--- config.mk ---
export PLATFORM = sky130hd
export DESIGN_NAME = uart_hex_logger_flat
export DESIGN_NICKNAME = d
export VERILOG_FILES = /design/src/rtl/uart_hex_logger_if.sv /design/src/rtl/uart_hex_logger.sv /design/src/flat_wrapper.sv
export SDC_FILE = /design/constraint.sdc
export NUM_CORES = 1
export LEC_CHECK = 0
export CORE_ASPECT_RATIO = 0.75
export CORE_MARGIN = 5
export CORE_UTILIZATION = 45
export CTS_CLUSTER_DIAMETER = 80
export DETAILED_ROUTE_END_ITERATION = 6
export PLACE_DENSITY = 0.86
export SLEW_MARGIN = 20
export SYNTH_ARGS = -nofsm -noshare
export SYNTH_HDL_FRONTEND = slang
export SYNTH_SLANG_ARGS = --single-unit
--- constraint.sdc ---
create_clock -name clk -period 2.7 [get_ports clk]
set_input_delay 0.405 -clock clk [delete_from_list [all_inputs] [get_ports clk]]
set_output_delay 0.405 -clock clk [all_outputs]
set_load 0.02 [all_outputs]
--- src/rtl/uart_hex_logger_if.sv ---
// uart_hex_logger_if: producer channels plus AXI4-Lite write channel between the logger and UART-Lite.
// master = logger side, slave = producers/UART side.
interface uart_hex_logger_if #(
   parameter int NUM_CH = 2,
   parameter int DATA_W = 16
);
   logic [NUM_CH*DATA_W-1:0] data;
   logic [NUM_CH-1:0]        valid;
   logic [NUM_CH-1:0]        ready;
   logic [3:0]               awaddr;
   logic                     awvalid;
   logic                     awready;
   logic [7:0]               wdata;
   logic                     wvalid;
   logic                     wready;
   logic [1:0]               bresp;
   logic                     bvalid;
   logic                     bready;
   modport master (
      input  data, valid, awready, wready, bresp, bvalid,
      output ready, awaddr, awvalid, wdata, wvalid, bready
   );
   modport slave (
      output data, valid, awready, wready, bresp, bvalid,
      input  ready, awaddr, awvalid, wdata, wvalid, bready
   );
endinterface

--- src/rtl/uart_hex_logger.sv ---
// uart_hex_logger: round-robin multi-channel word printer (uppercase hex + LF CR) over AXI4-Lite UART-Lite.
// Define UART_HEX_LOGGER_CH_TAG_EN to prefix every record with "<channel hex digit>:".
module uart_hex_logger #(
   parameter int         DATA_W    = 16,
   parameter int         NUM_CH    = 2,
   parameter logic [7:0] CTRL_WORD = 8'h03
) (
   input  logic              clk,
   input  logic              rst,
   uart_hex_logger_if.master bus,
   output logic              busy,
   output logic [7:0]        err_cnt
);
`ifdef UART_HEX_LOGGER_CH_TAG_EN
   localparam int TAG = 2;
`else
   localparam int TAG = 0;
`endif
   localparam int ND = DATA_W / 4;
   localparam int NREC = TAG + ND + 2;
   localparam int CW = NUM_CH > 1 ? $clog2(NUM_CH) : 1;
   localparam int IW = $clog2(NREC);
   localparam logic [IW-1:0] LAST = IW'(NREC - 1);
   typedef enum logic [2:0] {INIT_WR, INIT_RESP, IDLE, CHAR_WR, CHAR_RESP} state_t;
   state_t state, state_n;
   logic aw_done, w_done, aw_done_n, w_done_n;
   logic awvalid, wvalid, bready, awvalid_n, wvalid_n, bready_n;
   logic [3:0] awaddr, awaddr_n;
   logic [7:0] wdata, wdata_n, err_n;
   logic [DATA_W-1:0] word, word_n;
   logic [CW-1:0] ch, ch_n, last_grant, lg_n, grant;
   logic [IW-1:0] idx, idx_n;
   logic any;
   function automatic logic [7:0] hex(input logic [3:0] n);
      return n < 4'd10 ? 8'h30 + 8'(n) : 8'h37 + 8'(n);
   endfunction
   // Character i of a record: optional tag, digits MS nibble first, then LF, CR
   function automatic logic [7:0] chr_of(input logic [DATA_W-1:0] w, input logic [CW-1:0] c, input logic [IW-1:0] i);
      int d;
      d = int'(i) - TAG;
      return (TAG != 0 && int'(i) == 0) ? hex(4'(c)) : (TAG != 0 && int'(i) == 1) ? 8'h3A :
             d == ND ? 8'h0A : d == ND + 1 ? 8'h0D : hex(4'(w >> (4 * (ND - 1 - d))));
   endfunction
   // Lowest k wins: first valid channel after last_grant
   always_comb begin
      grant = last_grant;
      any = 1'b0;
      for (int k = NUM_CH; k >= 1; k--) begin
         if (bus.valid[CW'((int'(last_grant) + k) % NUM_CH)]) begin
            grant = CW'((int'(last_grant) + k) % NUM_CH);
            any = 1'b1;
         end
      end
   end
   always_comb begin
      state_n = state;
      aw_done_n = aw_done;
      w_done_n = w_done;
      awvalid_n = awvalid;
      wvalid_n = wvalid;
      bready_n = bready;
      err_n = err_cnt;
      word_n = word;
      ch_n = ch;
      idx_n = idx;
      lg_n = last_grant;
      if (state == INIT_WR || state == CHAR_WR) begin
         aw_done_n = aw_done | (awvalid & bus.awready);
         w_done_n = w_done | (wvalid & bus.wready);
         awvalid_n = !aw_done_n;
         wvalid_n = !w_done_n;
         if (aw_done_n && w_done_n) begin
            state_n = state == INIT_WR ? INIT_RESP : CHAR_RESP;
            {aw_done_n, w_done_n, bready_n} = 3'b001;
         end
      end else if ((state == INIT_RESP || state == CHAR_RESP) && bus.bvalid) begin
         bready_n = 1'b0;
         if (bus.bresp != 2'b00) begin
            err_n = err_cnt == 8'hFF ? err_cnt : err_cnt + 8'd1;
            state_n = state == INIT_RESP ? INIT_WR : CHAR_WR;
         end else if (state == CHAR_RESP && idx != LAST) begin
            idx_n = idx + 1'b1;
            state_n = CHAR_WR;
         end else begin
            state_n = IDLE;
            lg_n = state == CHAR_RESP ? ch : last_grant;
         end
         {awvalid_n, wvalid_n} = {2{state_n != IDLE}};
      end else if (state == IDLE && any) begin
         word_n = DATA_W'(bus.data >> (int'(grant) * DATA_W));
         ch_n = grant;
         idx_n = '0;
         state_n = CHAR_WR;
         {awvalid_n, wvalid_n} = 2'b11;
      end
      awaddr_n = state_n == INIT_WR ? 4'hC : state_n == CHAR_WR ? 4'h4 : awaddr;
      wdata_n = state_n == INIT_WR ? CTRL_WORD : state_n == CHAR_WR ? chr_of(word_n, ch_n, idx_n) : wdata;
   end
   always_ff @(posedge clk or posedge rst) begin
      if (rst) begin
         state <= INIT_WR;
         {aw_done, w_done, awvalid, wvalid, bready} <= '0;
         awaddr <= '0;
         wdata <= '0;
         err_cnt <= '0;
         word <= '0;
         ch <= '0;
         idx <= '0;
         last_grant <= CW'(NUM_CH - 1);
      end else begin
         state <= state_n;
         {aw_done, w_done, awvalid, wvalid, bready} <= {aw_done_n, w_done_n, awvalid_n, wvalid_n, bready_n};
         awaddr <= awaddr_n;
         wdata <= wdata_n;
         err_cnt <= err_n;
         word <= word_n;
         ch <= ch_n;
         idx <= idx_n;
         last_grant <= lg_n;
      end
   end
   assign bus.ready = (state == IDLE && any) ? NUM_CH'(1) << grant : '0;
   assign bus.awvalid = awvalid;
   assign bus.wvalid = wvalid;
   assign bus.bready = bready;
   assign bus.awaddr = awaddr;
   assign bus.wdata = wdata;
   assign busy = state != IDLE;
endmodule

--- src/flat_wrapper.sv ---
// flat-port wrapper written by rule: the top's interface ports become plain ports
module uart_hex_logger_flat 
#(
   parameter int         DATA_W    = 16,
   parameter int         NUM_CH    = 2,
   parameter logic [7:0] CTRL_WORD = 8'h03
)
  (clk, rst, busy, err_cnt, bus_data, bus_valid, bus_awready, bus_wready, bus_bresp, bus_bvalid, bus_ready, bus_awaddr, bus_awvalid, bus_wdata, bus_wvalid, bus_bready);
  uart_hex_logger_if #(.NUM_CH(NUM_CH), .DATA_W(DATA_W)) bus_i ();
  input  logic clk;
  input  logic rst;
  output logic busy;
  output logic [7:0] err_cnt;
  input wire logic [$bits(bus_i.data)-1:0] bus_data;
  input wire logic [$bits(bus_i.valid)-1:0] bus_valid;
  input wire logic [$bits(bus_i.awready)-1:0] bus_awready;
  input wire logic [$bits(bus_i.wready)-1:0] bus_wready;
  input wire logic [$bits(bus_i.bresp)-1:0] bus_bresp;
  input wire logic [$bits(bus_i.bvalid)-1:0] bus_bvalid;
  output wire logic [$bits(bus_i.ready)-1:0] bus_ready;
  output wire logic [$bits(bus_i.awaddr)-1:0] bus_awaddr;
  output wire logic [$bits(bus_i.awvalid)-1:0] bus_awvalid;
  output wire logic [$bits(bus_i.wdata)-1:0] bus_wdata;
  output wire logic [$bits(bus_i.wvalid)-1:0] bus_wvalid;
  output wire logic [$bits(bus_i.bready)-1:0] bus_bready;
  assign bus_i.data = bus_data;
  assign bus_i.valid = bus_valid;
  assign bus_i.awready = bus_awready;
  assign bus_i.wready = bus_wready;
  assign bus_i.bresp = bus_bresp;
  assign bus_i.bvalid = bus_bvalid;
  assign bus_ready = bus_i.ready;
  assign bus_awaddr = bus_i.awaddr;
  assign bus_awvalid = bus_i.awvalid;
  assign bus_wdata = bus_i.wdata;
  assign bus_wvalid = bus_i.wvalid;
  assign bus_bready = bus_i.bready;
  uart_hex_logger #(.DATA_W(DATA_W), .NUM_CH(NUM_CH), .CTRL_WORD(CTRL_WORD)) u_core (.clk(clk), .rst(rst), .bus(bus_i), .busy(busy), .err_cnt(err_cnt));
endmodule
==> flow_summary_export.csv, run 1 <==
group,metric,value,unit
status,run_status,"finished clean",
grt,antenna_found_initial,0,
route,vias,2453,
logic_synthesis,ys_warn_count,0,
logic_synthesis,synth_edf_count,0,
timing,slew_headroom,0.6120,
layout,antenna_cells,0,
pwr,powerDensity,834.9,nW/um^2
grt,gr-total-overflow,0,
die,dieArea,7647,sq um
logic_synthesis,syn-cell-area,2693,sq um
grt,grt_max_degree,47,
critical_path,reg2reg_slack,0.07,ns
clocking,cts_sinks,46,
hold_path,min_path_type,"flip-flop to flip-flop",
clocking,cts_tree,"built",
grt,grt_pass1_wl,11.92,mm
critical_path,cp-end-kind,"flip-flop",
critical_path,startpoint_type,"flip-flop",
clocking,clkTransAtPathRegs,0.10,ns
grt,grt_pass1_vias,2637,
clocking,htree_num_levels,2,
die,ios,67,
route,postRouteAntennaNets,0,
critical_path,worstReg2RegStart,"u_core.idx[0]$_DFF_PP0_",
layout,layout-drive-gt1-share,0.2715,
logic_synthesis,synth_seq_cells,46,
die,fp-row-count,24,
place,place_inst,446,
timing,fin_ws,0.07101,ns
timing,layout_min_cycle_time,2.629,ns
critical_path,worstSetupPathType,"flip-flop to flip-flop",
logic_synthesis,ys.flop_type,"dfrtp_1",
pwr,power.leakage,1.840,nW
die,fp.dieW,99.32,microns
place,hpwl,5.404,mm
timing,finalMaxSlewViolations,0,
grt,gr-usage-all-layers,0.1894,
place,pre_cts_slack,-0.2768,ns
critical_path,startpoint,"u_core.idx[0]$_DFF_PP0_",
logic_synthesis,ys_async_sr_fraction,1.000,
place,portBuffers,62,
pwr,ir_drop,0.5297,mV
layout,utilization,0.6849,
die,coreArea,5826,sq um
pwr,power,0.003331,W
critical_path,slowest_delay,0.45,ns
logic_synthesis,synth.yosys.seq_area_share,0.4280,
route,post-route-drc-count,0,
critical_path,cp.arrival,2.83,ns
logic_synthesis,ys_types,58,
timing,rsz0062_at_grt,"true",
hold_path,worstHoldStart,"u_core.bus.awaddr[2]$_DFFE_PP0P_",
timing,max_clock_freq,0.3804,GHz
route,drt_iter0_drc,92,
timing,final-hold-violation-count,0,
logic_synthesis,syn_area_per_cell,9.899,sq um
logic_synthesis,postSynthCellCount,272,
clocking,clk_latency,0.31,ns
timing,tightest_slew,0.5820,ns
timing,period_share,0.9737,
critical_path,cp_slowest_cell,"dfrtp_1",
route,totalWireLength,7.476,mm
job,maxCapViolations,0,
timing,fin_skew,0.01418,ns
clocking,cts_buffers,5,
route,firstDrtPassIters,4,
layout,layout.cells.non_filler,461,
critical_path,crit_fanout,3,
critical_path,worstPathRequired,2.90,ns
layout,area_growth,48.19,%
clocking,cts_buffer_depth,2,
die,fp.dieH,76.99,microns
place,routabilityCongestion,0.8227,
route,routedWlPerCell,16.22,microns
critical_path,crit_chain,"ha_4, a211o_1, nor3_2, nor2_2, inv_2, mux2i_4, mux2i_4, or2_4, ha_4, and3_1, a211o_1",
die,start_util,0.4622,
timing,setup_viol,0,
route,avgViaCountPerCell,5.321,
timing,setup_tns,0,ns
clocking,root_buffer,"clkbuf_8",
layout,nets,427,
-- metrics by stage --
stage                     hold WS, ns  instance area (sq um)
final                          0.4776                   3990
after global routing           0.5119                   3990
after CTS                      0.4805                   3817
after detailed placement       0.4577                   3685
after global placement         0.4477                   3685
after floorplan                0.4314                   2700
-- cell usage after synthesis (2+ instances only) --
library cell  count  area share
mux2i_1           9       0.033
xnor2_1           6       0.020
nor3_1            5      0.0093
a22oi_1           3      0.0084
clkbuf_1          3      0.0042
buf_4             4       0.011
inv_1            18       0.025
nor2_1           19       0.026
a211oi_1          3      0.0084
a211oi_2          5       0.023
o2bb2ai_1         2      0.0065
a21oi_1          14       0.026
nand2_1          22       0.031
dfrtp_1          45        0.42
mux2_4            3       0.017
buf_2             4      0.0074
o21ai_0          12       0.022
buf_6             2      0.0084
mux2_2           15       0.063
and3_1            9       0.021
nand4bb_1         2      0.0084
nand3_1          10       0.019
and4_1            2      0.0065
o22ai_1           5       0.012
mux2_1            3       0.013
o31ai_1           4       0.011
xor2_1            3      0.0098
a211o_1           3      0.0098
ha_1              4       0.019
or2_2             3      0.0070
a21o_1            3      0.0084
-- worst max-delay path, delay by kind of cell (launching register included) --
family	cells	cell delay, ns
muxes	2	0.34
and+or+nand+nor	4	0.70
buffers and inverters	1	0.09
AOI/OAI and AO/OA	2	0.56
adders and majority gates	2	0.37
DFF	1	0.45
-- layer usage --
layer,global-route usage,up-vias,share of wire
li1,-,1188,-
met2,0.3217,76,0.49
met1,0.2377,1177,0.42
met5,0,-,0
met3,0.04714,12,0.071
met4,0.05593,0,0.011
-- worst paths after layout --
path,to,depth (start not counted)
worst max-delay path,u_core.bus.wdata[2]$_DFFE_PP0P_,11
worst min-delay path,u_core.bus.awaddr[2]$_DFFE_PP0P_,1
worst max register to register,u_core.bus.wdata[2]$_DFFE_PP0P_,11
worst min register to register,u_core.bus.awaddr[2]$_DFFE_PP0P_,1
max in group asynchronous,u_core.word[14]$_DFF_PP0_,3
min in group asynchronous,u_core.err_cnt[5]$_DFFE_PP0P_,3
-- registers in the layout, summed over array words and instances, names as in the netlist, 2 cells and up --
register / flops
u_core.bus.awaddr: 2
u_core.bus.wdata: 7
u_core.err_cnt: 8
u_core.idx: 3
u_core.state: 3
u_core.word: 16
-- what timing repair did --
action	in CTS	in global routing
hold buffers	0	0
buffers inserted	1	6
endpoints found under the setup margin	2	8
hold endpoints to repair	0	0
gates resized for setup	4	23
pin swaps	1	8
-- logic make-up (layout without fill, tap and decap cells) --
logic type | count (synthesis) | in the layout | synth area share
adders and majority gates | 4 | 4 | 0.01859
and+or+nand+nor | 82 | 82 | 0.1585
buffers and inverters | 33 | 142 | 0.05901
xor gates and xnor gates | 9 | 9 | 0.02928
AOI/OAI and AO/OA | 67 | 67 | 0.1798
DFF | 46 | 46 | 0.4280
other | 1 | 3 | 0.001393
muxes | 30 | 30 | 0.1255
-- power by group --
part,total [W],switching (W),internal (W)
Sequential,0.00105,0.000133,0.000921
Combinational,0.00176,0.000856,0.000902
Clock,0.000520,0.000244,0.000277
Total,0.00333,0.00123,0.00210
-- layout by cell type, fill, tap and decap left out, drive strengths merged, types with 2 or more instances in the layout --
cell           instances
a211o                  4
a211oi                 8
a21o                   3
a21oi                 14
a22oi                  3
and3                   9
and4                   2
and4bb                 2
buf                   51
clkbuf                 7
clkdlybuf4s50         58
clkinv                 2
conb                   3
dfrtp                 45
dlymetal6s2s           4
ha                     4
inv                   18
mux2                  21
mux2i                  9
nand2                 22
nand3                 10
nand4bb                2
nor2                  19
nor3                   5
o21ai                 12
o22ai                  6
o2bb2ai                2
o31ai                  4
or2                    4
xnor2                  6
xor2                   3
-- cell type report --
| cell class | count | area [sq um] |
|---|---|---|
| inverters | 20 | 76.32 |
| clock inverters | 2 | 37.54 |
| clock buffers | 6 | 72.57 |
| well taps | 78 | 97.59 |
| multi-input cells | 195 | 1504 |
| repair buffers | 114 | 1050 |
| fillers | 429 | 1836 |
| flip-flops and latches | 46 | 1152 |
No activity file was read; power rests on OpenSTA's default activity.
==> run 2, diff against run 1 <==
SLEW_MARGIN = 15   (was 20)
TNS_END_PERCENT = 100   (was not set)
==> results of run 2 <==
The final DEF is identical to that of run 1; final timing and power are the same.
==> run 3, diff against run 2 <==
PLACE_DENSITY = 0.77   (was 0.86)
==> run 3 against run 2 <==
  * Sequential cell count unchanged
  * First-iteration DRC count up 20%
  * Cell area down 1.9%
  * Cell count up 0.43%
  * Clock power up 3.8%
  * Setup slack worse by 0.066 ns
  * Count of clock-buffer cells in the layout up 1
  * Hold slack worse by 0.0010 ns
  * Critical path depth up 2
  * Clock skew down 0.0015 ns
  * Die area unchanged
  * Critical endpoint unchanged
  * Largest power group unchanged
  * Highest routed layer unchanged
==> flow_summary_export.csv, run 3 (synthesized netlist as in run 1, its figures left out) <==
group,metric,value,unit
pwr,power.leakage,1.806,nW
timing,period_share,0.9981,
job,maxCapViolations,0,
status,run_status,"finished clean",
pwr,ir_drop,0.4596,mV
critical_path,crit_chain,"inv_1, ha_2, a211oi_2, buf_4, a211oi_2, nor2_1, inv_2, mux2i_2, mux2i_4, or2_4, ha_2, and3_1, a211o_1",
layout,layout-drive-gt1-share,0.2649,
clocking,cts_buffer_depth,2,
critical_path,worstSetupPathType,"flip-flop to flip-flop",
clocking,cts_buffers,5,
critical_path,startpoint_type,"flip-flop",
grt,grt_pass1_vias,2530,
clocking,clkTransAtPathRegs,0.09,ns
grt,gr-usage-all-layers,0.1851,
layout,final_common_cell,"clkdlybuf4s50_1",
critical_path,cp_top_family,"compound AO/OA/AOI/OAI gates",
layout,largest_reg_flops,16,
place,postPlaceCellArea,3687,sq um
critical_path,crit_fanout,3,
critical_path,crit_buf_inv,3,
layout,antenna_cells,0,
die,fp.dieH,76.99,microns
critical_path,cp_slowest_cell,"dfrtp_1",
route,routedWlPerCell,15.74,microns
route,avgViaCountPerCell,5.289,
clocking,cts_tree,"built",
clocking,cts_sinks,46,
clocking,root_buffer,"clkbuf_8",
route,vias,2449,
critical_path,cp-end-kind,"flip-flop",
timing,fin_skew,0.01273,ns
die,fp.dieW,99.32,microns
place,routabilityCongestion,0.8035,
route,drt_iter0_drc,110,
clocking,post_cts_hold_buffer_count,0,
timing,hold_slack,0.4766,ns
place,hpwl,5.243,mm
route,firstDrtPassIters,4,
grt,grt_pass1_wl,11.64,mm
timing,max_clock_freq,0.3711,GHz
timing,layout_min_cycle_time,2.695,ns
layout,postLayoutCellArea,3914,sq um
layout,layout.cells.most_common_list,"60 x clkdlybuf4s50_1, 52 x buf_4, 44 x dfrtp_1, 22 x nand2_1, 19 x nor2_1",
pwr,power,0.003210,W
grt,grt_max_degree,47,
timing,setup_tns,0,ns
grt,gr-total-overflow,0,
timing,tightest_slew,0.5917,ns
die,coreArea,5826,sq um
place,portBuffers,62,
timing,slew_headroom,0.6056,
die,start_util,0.4622,
layout,top_register,"u_core.word",
timing,setup_viol,0,
hold_path,min_path_type,"flip-flop to flip-flop",
route,postRouteAntennaNets,0,
layout,nets,429,
critical_path,reg2reg_slack,0.005,ns
layout,area_growth,45.35,%
clocking,clk_latency,0.30,ns
die,dieArea,7647,sq um
layout,reg_top3,"u_core.word x16, u_core.err_cnt x8, u_core.bus.wdata x7",
critical_path,worstPathRequired,2.89,ns
timing,fin_ws,0.005214,ns
route,totalWireLength,7.286,mm
critical_path,slowest_delay,0.41,ns
pwr,powerDensity,820.2,nW/um^2
die,fp-row-count,24,
place,pre_cts_slack,-0.2523,ns
clocking,htree_num_levels,2,
route,post-route-drc-count,0,
critical_path,cp.arrival,2.89,ns
timing,final-hold-violation-count,0,
timing,finalMaxSlewViolations,0,
layout,fillers,468,
grt,antenna_found_initial,0,
die,ios,67,
## run 3: layout make-up
class | count | area, sq um | area share
multi-input cells | 196 | 1448 | 0.3699
flip-flops and latches | 46 | 1154 | 0.2948
repair buffers | 115 | 1023 | 0.2615
well taps | 78 | 97.59 | 0.02494
clock buffers | 7 | 86.33 | 0.02206
inverters | 20 | 75.07 | 0.01918
clock inverters | 1 | 30.03 | 0.007673
## run 3: metal layers
layer,up-vias,part of all wire,track usage
met4,0,0.0070,0.03683
met5,-,0,0
met3,6,0.068,0.05440
met2,68,0.47,0.3036
met1,1177,0.46,0.2438
li1,1198,-,-
## run 3: metrics by stage
| stage | instances | utilization |
|---|---|---|
| 3_3_place_gp | 448 | 0.6329 |
| 2_1_floorplan | 274 | - |
| 3_5_place_dp | 448 | 0.6329 |
| 5_1_grt | 463 | 0.6718 |
| 4_1_cts | 456 | 0.6538 |
| 6_report | 463 | 0.6718 |
## run 3: power by group
group	switching [W]	internal (W)	leakage, nW	total, W
Combinational	0.000799	0.000821	1.16	0.00162
Clock	0.000238	0.000302	0.0585	0.000540
Sequential	0.000129	0.000921	0.587	0.00105
## run 3: worst paths after layout
kind                            cells after the start                        startpoint                          endpoint
worst max register to register                     13           u_core.idx[1]$_DFF_PP0_   u_core.bus.wdata[2]$_DFFE_PP0P_
max in group asynchronous                           3                               rst         u_core.state[1]$_DFF_PP0_
min in group asynchronous                           3                               rst          u_core.word[6]$_DFF_PP0_
worst min-delay path                                1  u_core.bus.awaddr[2]$_DFFE_PP0P_  u_core.bus.awaddr[2]$_DFFE_PP0P_
worst max-delay path                               13           u_core.idx[1]$_DFF_PP0_   u_core.bus.wdata[2]$_DFFE_PP0P_
worst min register to register                      1  u_core.bus.awaddr[2]$_DFFE_PP0P_  u_core.bus.awaddr[2]$_DFFE_PP0P_
## run 3: what timing repair did
| item | in CTS | in global routing |
|---|---|---|
| buffers inserted | 0 | 6 |
| gates resized for setup | 1 | 15 |
| pin swaps | 0 | 3 |
| cloned | 0 | 1 |
| setup endpoints to repair | 1 | 6 |
